**config.mk**
```make
export PLATFORM = sky130hd
export DESIGN_NAME = acs_unit_flat
export DESIGN_NICKNAME = d
export VERILOG_FILES = /design/src/rtl/acs_unit_if.sv /design/src/rtl/acs_unit.sv /design/src/flat_wrapper.sv
export SDC_FILE = /design/constraint.sdc
export NUM_CORES = 1
export LEC_CHECK = 0
export ABC_AREA = 1
export BUFFER_PORTS_ARGS = -buffer_cell sky130_fd_sc_hd__clkbuf_2
export CAP_MARGIN = 40
export CORE_MARGIN = 8
export CORE_UTILIZATION = 53
export CTS_CLUSTER_SIZE = 24
export DETAILED_ROUTE_END_ITERATION = 10
export GPL_TIMING_DRIVEN = 0
export PLACE_DENSITY = 0.81
export SLEW_MARGIN = 40
export SYNTH_ARGS = -nofsm -noshare
export SYNTH_HDL_FRONTEND = slang
export SYNTH_SLANG_ARGS = --single-unit
export TNS_END_PERCENT = 1
```
**constraint.sdc**
```tcl
create_clock -name clk -period 5.5 [get_ports clk]
set_input_delay 0.55 -clock clk [delete_from_list [all_inputs] [get_ports clk]]
set_output_delay 0.55 -clock clk [all_outputs]
set_load 0.03 [all_outputs]
```
**src/rtl/acs_unit_if.sv**
```systemverilog
// Bus between bmu, the ACS stage and the downstream traceback: seed metrics and
// received pairs in, state metrics, survivor decisions and frame status out.
interface acs_unit_if #(
  parameter int PM_W  = 6,
  parameter int CNT_W = 8
);
  logic [3:0]       branch_metric_000;
  logic [3:0]       branch_metric_001;
  logic [3:0]       branch_metric_010;
  logic [3:0]       branch_metric_011;
  logic [3:0]       branch_metric_100;
  logic [3:0]       branch_metric_101;
  logic [3:0]       branch_metric_110;
  logic [3:0]       branch_metric_111;
  logic             init_valid;
  logic [1:0]       bit_pair_input;
  logic             pair_valid;
  logic [PM_W-1:0]  pm_0;
  logic [PM_W-1:0]  pm_1;
  logic [PM_W-1:0]  pm_2;
  logic [PM_W-1:0]  pm_3;
  logic [3:0]       decision;
  logic             decision_valid;
  logic [1:0]       best_state;
  logic [CNT_W-1:0] stage_cnt;
  logic             busy;
  logic             frame_done;
  logic             fsm_state;

  modport master (
    output branch_metric_000, branch_metric_001, branch_metric_010, branch_metric_011,
           branch_metric_100, branch_metric_101, branch_metric_110, branch_metric_111,
           init_valid, bit_pair_input, pair_valid,
    input  pm_0, pm_1, pm_2, pm_3, decision, decision_valid, best_state,
           stage_cnt, busy, frame_done, fsm_state
  );

  modport slave (
    input  branch_metric_000, branch_metric_001, branch_metric_010, branch_metric_011,
           branch_metric_100, branch_metric_101, branch_metric_110, branch_metric_111,
           init_valid, bit_pair_input, pair_valid,
    output pm_0, pm_1, pm_2, pm_3, decision, decision_valid, best_state,
           stage_cnt, busy, frame_done, fsm_state
  );
endinterface

```
**src/rtl/acs_unit.sv**
```systemverilog
// Add-compare-select stage of the K=3 (7,5) hard-decision Viterbi decoder:
// seeds four state metrics from bmu, then runs one ACS step per received pair.
module acs_unit #(
  parameter int PM_W      = 6,
  parameter int FRAME_LEN = 32,
  parameter int CNT_W     = 8
) (
  input  logic     clk,
  input  logic     rst,
  acs_unit_if.slave bus
);
  // Handshake: init_valid and pair_valid are qualifiers without backpressure. Data
  // is consumed on any rising edge where the valid is high and the FSM accepts it
  // (init_valid only in IDLE, pair_valid only in RUN); results appear one cycle
  // later, flagged by decision_valid.
  typedef enum logic {IDLE = 1'b0, RUN = 1'b1} state_t;

  localparam logic [PM_W:0]    HALF = (PM_W+1)'(2 ** (PM_W - 1));
  localparam logic [CNT_W-1:0] LAST = CNT_W'(FRAME_LEN);

  state_t                state_q, state_d;
  logic [3:0][PM_W-1:0]  pm_q, pm_d, seed_pm, acs_pm;
  logic [3:0]            dec_q, dec_d, seed_dec, acs_dec;
  logic [3:0][PM_W:0]    cand0, cand1, sel_val;
  logic                  all_high;
  logic [CNT_W-1:0]      cnt_q, cnt_d;
  logic                  dv_q, dv_d, busy_q, busy_d, done_q, done_d;
  logic [1:0]            best_q, best_d;
  logic [7:0][3:0]       bm;

  assign bm = {bus.branch_metric_111, bus.branch_metric_110, bus.branch_metric_101,
               bus.branch_metric_100, bus.branch_metric_011, bus.branch_metric_010,
               bus.branch_metric_001, bus.branch_metric_000};

  function automatic logic [1:0] min_idx(input logic [3:0][PM_W-1:0] v);
    logic [1:0] idx;
    idx = 2'd0;
    for (int i = 1; i < 4; i++) if (v[i] < v[idx]) idx = 2'(i);
    return idx;
  endfunction

  function automatic logic [1:0] hamming(input logic [1:0] x);
    return {1'b0, x[1]} + {1'b0, x[0]};
  endfunction

  // Seed: state {y,z} keeps the better of the two 3-stage paths 0yz and 1yz.
  always_comb begin : seed_calc
    for (int s = 0; s < 4; s++) begin
      seed_dec[s] = bm[s+4] < bm[s];
      seed_pm[s]  = PM_W'(seed_dec[s] ? bm[s+4] : bm[s]);
    end
  end

  // New state {b,u} is reached from {0,b} and {1,b}; the a=1 branch emits the
  // complement of the a=0 branch's pair, hence the inverted expected bits.
  always_comb begin : acs_calc
    logic [1:0] st;
    st       = 2'd0;
    all_high = 1'b1;
    for (int ns = 0; ns < 4; ns++) begin
      st          = 2'(ns);
      cand0[ns]   = {1'b0, pm_q[{1'b0, st[1]}]} +
                    (PM_W+1)'(hamming({st[0] ^ st[1], st[0]} ^ bus.bit_pair_input));
      cand1[ns]   = {1'b0, pm_q[{1'b1, st[1]}]} +
                    (PM_W+1)'(hamming({~(st[0] ^ st[1]), ~st[0]} ^ bus.bit_pair_input));
      acs_dec[ns] = cand1[ns] < cand0[ns];
      sel_val[ns] = acs_dec[ns] ? cand1[ns] : cand0[ns];
      if (sel_val[ns] < HALF) all_high = 1'b0;
    end
    for (int ns = 0; ns < 4; ns++) begin
      acs_pm[ns] = PM_W'(sel_val[ns] - (all_high ? HALF : '0));
    end
  end

  always_comb begin : next_calc
    state_d = state_q;
    pm_d    = pm_q;
    dec_d   = dec_q;
    cnt_d   = cnt_q;
    best_d  = best_q;
    busy_d  = busy_q;
    dv_d    = 1'b0;
    done_d  = 1'b0;
    case (state_q)
      IDLE: begin
        if (bus.init_valid) begin
          pm_d    = seed_pm;
          dec_d   = seed_dec;
          best_d  = min_idx(seed_pm);
          cnt_d   = '0;
          dv_d    = 1'b1;
          busy_d  = 1'b1;
          state_d = RUN;
        end
      end
      RUN: begin
        if (bus.pair_valid) begin
          pm_d   = acs_pm;
          dec_d  = acs_dec;
          best_d = min_idx(acs_pm);
          cnt_d  = cnt_q + CNT_W'(1);
          dv_d   = 1'b1;
          if (cnt_q + CNT_W'(1) == LAST) begin
            done_d  = 1'b1;
            busy_d  = 1'b0;
            state_d = IDLE;
          end
        end
      end
      default: state_d = IDLE;
    endcase
  end

  always_ff @(posedge clk) begin
    if (!rst) begin
      state_q <= IDLE;
      pm_q    <= '0;
      dec_q   <= '0;
      cnt_q   <= '0;
      best_q  <= '0;
      busy_q  <= 1'b0;
      dv_q    <= 1'b0;
      done_q  <= 1'b0;
    end else begin
      state_q <= state_d;
      pm_q    <= pm_d;
      dec_q   <= dec_d;
      cnt_q   <= cnt_d;
      best_q  <= best_d;
      busy_q  <= busy_d;
      dv_q    <= dv_d;
      done_q  <= done_d;
    end
  end

  assign bus.pm_0           = pm_q[0];
  assign bus.pm_1           = pm_q[1];
  assign bus.pm_2           = pm_q[2];
  assign bus.pm_3           = pm_q[3];
  assign bus.decision       = dec_q;
  assign bus.decision_valid = dv_q;
  assign bus.best_state     = best_q;
  assign bus.stage_cnt      = cnt_q;
  assign bus.busy           = busy_q;
  assign bus.frame_done     = done_q;
  assign bus.fsm_state      = (state_q == RUN);
endmodule

```
**src/flat_wrapper.sv**
```systemverilog
// flat-port wrapper written by rule: the top's interface ports become plain ports
module acs_unit_flat 
#(
  parameter int PM_W      = 6,
  parameter int FRAME_LEN = 32,
  parameter int CNT_W     = 8
)
  (clk, rst, bus_branch_metric_000, bus_branch_metric_001, bus_branch_metric_010, bus_branch_metric_011, bus_branch_metric_100, bus_branch_metric_101, bus_branch_metric_110, bus_branch_metric_111, bus_init_valid, bus_bit_pair_input, bus_pair_valid, bus_pm_0, bus_pm_1, bus_pm_2, bus_pm_3, bus_decision, bus_decision_valid, bus_best_state, bus_stage_cnt, bus_busy, bus_frame_done, bus_fsm_state);
  acs_unit_if #(.PM_W(PM_W), .CNT_W(CNT_W)) bus_i ();
  input  logic clk;
  input  logic rst;
  input wire logic [$bits(bus_i.branch_metric_000)-1:0] bus_branch_metric_000;
  input wire logic [$bits(bus_i.branch_metric_001)-1:0] bus_branch_metric_001;
  input wire logic [$bits(bus_i.branch_metric_010)-1:0] bus_branch_metric_010;
  input wire logic [$bits(bus_i.branch_metric_011)-1:0] bus_branch_metric_011;
  input wire logic [$bits(bus_i.branch_metric_100)-1:0] bus_branch_metric_100;
  input wire logic [$bits(bus_i.branch_metric_101)-1:0] bus_branch_metric_101;
  input wire logic [$bits(bus_i.branch_metric_110)-1:0] bus_branch_metric_110;
  input wire logic [$bits(bus_i.branch_metric_111)-1:0] bus_branch_metric_111;
  input wire logic [$bits(bus_i.init_valid)-1:0] bus_init_valid;
  input wire logic [$bits(bus_i.bit_pair_input)-1:0] bus_bit_pair_input;
  input wire logic [$bits(bus_i.pair_valid)-1:0] bus_pair_valid;
  output wire logic [$bits(bus_i.pm_0)-1:0] bus_pm_0;
  output wire logic [$bits(bus_i.pm_1)-1:0] bus_pm_1;
  output wire logic [$bits(bus_i.pm_2)-1:0] bus_pm_2;
  output wire logic [$bits(bus_i.pm_3)-1:0] bus_pm_3;
  output wire logic [$bits(bus_i.decision)-1:0] bus_decision;
  output wire logic [$bits(bus_i.decision_valid)-1:0] bus_decision_valid;
  output wire logic [$bits(bus_i.best_state)-1:0] bus_best_state;
  output wire logic [$bits(bus_i.stage_cnt)-1:0] bus_stage_cnt;
  output wire logic [$bits(bus_i.busy)-1:0] bus_busy;
  output wire logic [$bits(bus_i.frame_done)-1:0] bus_frame_done;
  output wire logic [$bits(bus_i.fsm_state)-1:0] bus_fsm_state;
  assign bus_i.branch_metric_000 = bus_branch_metric_000;
  assign bus_i.branch_metric_001 = bus_branch_metric_001;
  assign bus_i.branch_metric_010 = bus_branch_metric_010;
  assign bus_i.branch_metric_011 = bus_branch_metric_011;
  assign bus_i.branch_metric_100 = bus_branch_metric_100;
  assign bus_i.branch_metric_101 = bus_branch_metric_101;
  assign bus_i.branch_metric_110 = bus_branch_metric_110;
  assign bus_i.branch_metric_111 = bus_branch_metric_111;
  assign bus_i.init_valid = bus_init_valid;
  assign bus_i.bit_pair_input = bus_bit_pair_input;
  assign bus_i.pair_valid = bus_pair_valid;
  assign bus_pm_0 = bus_i.pm_0;
  assign bus_pm_1 = bus_i.pm_1;
  assign bus_pm_2 = bus_i.pm_2;
  assign bus_pm_3 = bus_i.pm_3;
  assign bus_decision = bus_i.decision;
  assign bus_decision_valid = bus_i.decision_valid;
  assign bus_best_state = bus_i.best_state;
  assign bus_stage_cnt = bus_i.stage_cnt;
  assign bus_busy = bus_i.busy;
  assign bus_frame_done = bus_i.frame_done;
  assign bus_fsm_state = bus_i.fsm_state;
  acs_unit #(.PM_W(PM_W), .FRAME_LEN(FRAME_LEN), .CNT_W(CNT_W)) u_core (.clk(clk), .rst(rst), .bus(bus_i));
endmodule
```
==> reports/results.txt <==
Clk pin slew, worst setup/hold paths = 0.09 ns
WP buf/inv = 9
Tmin final = 6.37 ns
pre-CTS setup slack = -1.04 ns
routed wire length = 17400 um
setup TNS = -1.66 ns
share of layout cells above drive strength 1 = 27.6%
Critical Path End Type = register
IO Port Bufs = 79
vias post-DR = 5974
worst min-delay path class = reg2reg
antenna cells = 0
Slew HR = 52.7%
initial antenna violation count = 0
worst vdd ir = 0.000510 V
cells after synthesis = 793
synthesized-area fraction occupied by adder cells = 21.9%
grt ovf = 0
RSZ-0062 raised after global routing = yes
fin. max-slew vios = 0
crit-path leading delay family = adder cells
mapped cell area = 5050 sq um
net count reported at finish = 1049
vias in the first global route = 5366
main combinational cell family by area after synthesis = simple AND/OR/NAND/NOR gates
Die H = 114 um
failing checks = negative setup slack
r2r worst-path depth = 32
Post-synth EDFFs = 0
sequential share of the synthesized area = 16.6%
setup ws final = -0.870 ns
synth unique cells = 42
syn nets = 917
leak pwr = 3.48 nW
total CTS buffers = 5
clock skew = 0.0113 ns
Compound-Gate Fraction of Synth Area = 16.4%
CP max-delay cell = ha_1
Critical Path AT = 6.62 ns
DRC Markers = 0
largest net degree at the start of global routing = 15
Post-Synth Simple-Gate Area = 29.9%
final setup fails = 2
outcome = complete, but fails checks
Least-Margin Pin Slew = 0.710 ns
vias per cell = 5.66
dpl cell area = 5820 sq um
CORE AREA = 9240 sq um
Initial Util = 54.7%
critical path class = in2reg
Syn. warnings = 0
post-route ant nets = 0
first-pass GRT wire length = 25200 um
Seq cells post-synth = 42
WL/cell = 16.5 um
Longest Clk Path Bufs = 2
Crit Reg-Reg Startpoint = u_core.bus.pm_2[1]
routability cong. = 0.922
syn_area_per_cell = 6.37 sq um
multiplexer share of the synthesized area = 0%
total power draw = 4.24 mW
worst-skew pair later-pin latency = 0.32 ns
row count = 35
max-cap violations = 0
clock sinks = 42
gr usage total = 23.7%
commonest non-fill, non-tap cells in the layout = nand2_1 (205), inv_1 (107), clkbuf_2 (78)
reg-to-reg slack, setup = -0.78 ns
Worst Path Max Fanout = 8
FFs w/ async S/R, synth = 0%
CTS tree = built
fin area = 6710 sq um
Synth Area in XOR/XNOR = 5.02%
ys flop type = dfxtp_1
Root Driver = clkbuf_8
DRT iter0 DRCs = 512
DPL Wire Length = 11700 um
Final Hold Fails = 0
Startpoint Class = input port
Cell Pwr Density = 632 nW/um^2
drt pass-1 iters = 5
Setup crit start = bus_bit_pair_input[0]
Critical Path RT = 5.75 ns
Area growth, synth to finish = 32.7%
num ports = 80
Max Freq = 0.157 GHz
commonest non-fill, non-tap cell in the layout = nand2_1
Final Cycle Share = 116%
hold path depth = 2
HP Start = u_core.bus.decision[3]
H-tree depth = 2
Die Wd = 114 um
r2r endpoint = u_core.bus.best_state[0]
Worst path max stage delay = 0.33 ns
Min-Delay Endpoint = u_core.bus.decision[3]
fin util = 72.6%
die area = 12900 sq um
-- flip-flops by register name, indices dropped and copies added (netlist names) --
name,count
u_core.bus.stage_cnt,8
u_core.bus.pm_0,6
u_core.bus.pm_1,6
u_core.bus.pm_2,6
u_core.bus.pm_3,6
u_core.bus.decision,4
u_core.bus.best_state,2
u_core.bus.busy,1
u_core.bus.decision_valid,1
u_core.bus.frame_done,1
u_core.bus.fsm_state,1
-- synthesized netlist by cell type, types with 2 or more instances --
library cell	instances	area, sq um
a211oi_1	2	15.0
nand2_4	4	45.0
nand2_1	232	871
a21oi_1	33	165
nand3_1	48	240
or2_2	3	18.8
a32o_1	3	30.0
nor2_1	35	131
nor3_1	5	25.0
inv_2	4	15.0
o21ai_0	81	405
o22ai_1	15	93.8
ha_1	82	1030
xnor2_1	2	17.5
nand2_2	9	56.3
buf_2	2	10.0
inv_1	118	443
fa_1	4	80.1
dfxtp_1	42	841
o211ai_1	3	22.5
nand4_1	6	37.5
a21oi_2	2	17.5
clkinv_1	3	11.3
o21a_1	3	22.5
nand3b_1	2	15.0
clkbuf_1	8	30.0
xor2_1	27	236
-- kinds of logic after synthesis --
group / count (synthesis)
flops: 42
buf+inv: 136
simple gates: 350
xor+xnor: 29
compound gates: 150
fa+ha+maj: 86
-- layout make-up --
cell class | instances | area, sq um
flip-flops and latches | 42 | 841
fillers | 666 | 2530
clock inverters | 3 | 68.8
plain buffers | 10 | 50.0
multi-input cells | 615 | 4260
well taps | 129 | 161
inverters | 126 | 500
clock buffers | 5 | 68.8
repair buffers | 125 | 754
-- worst max path at each step --
stage | end | slack (ns) | depth (start not counted)
2_1_floorplan | u_core.bus.best_state[1] | -0.001 | 43
3_3_place_gp | u_core.bus.best_state[0] | -1.0 | 40
3_5_place_dp | u_core.bus.best_state[0] | -1.04 | 40
4_1_cts | u_core.bus.best_state[0] | -0.23 | 41
5_1_grt | u_core.bus.best_state[0] | -0.94 | 40
6_report | u_core.bus.best_state[0] | -0.87 | 42
-- what timing repair did --
item | 4_1_cts | 5_1_grt
hold buffers | 0 | 0
pin swaps | 46 | 34
gates cloned | 1 | 0
gates resized for setup | 47 | 48
endpoints found under the setup margin | 2 | 2
setup buffers | 43 | 4
-- per-layer routing --
layer	routed length [um]	part of all wire (%)	track usage (%)
met1	6950	40	29.9
met2	8010	46	39.2
met3	1500	8.6	3.91
met4	916	5.3	10.0
met5	0	0	0
-- stage by stage --
| stage | hold slack, ns | std cells |
|---|---|---|
| 3_5_place_dp | 0.451 | 1001 |
| 6_report | 0.465 | 1055 |
| 5_1_grt | 0.476 | 1055 |
| 4_1_cts | 0.472 | 1053 |
| 2_1_floorplan | 0.581 | 793 |
| 3_3_place_gp | 0.445 | 1001 |
-- worst min-delay path, stage by stage (launching register included) --
cell	delay, ns
dfxtp_1	0.33
nand2_1	0.05
o21ai_0	0.05
-- where the power goes --
group	internal (mW)	total [mW]	switching, mW
Combinational	1.53	3.55	2.01
Clock	0.182	0.312	0.130
Sequential	0.337	0.378	0.0409
Power figures use the tool's default switching activity.
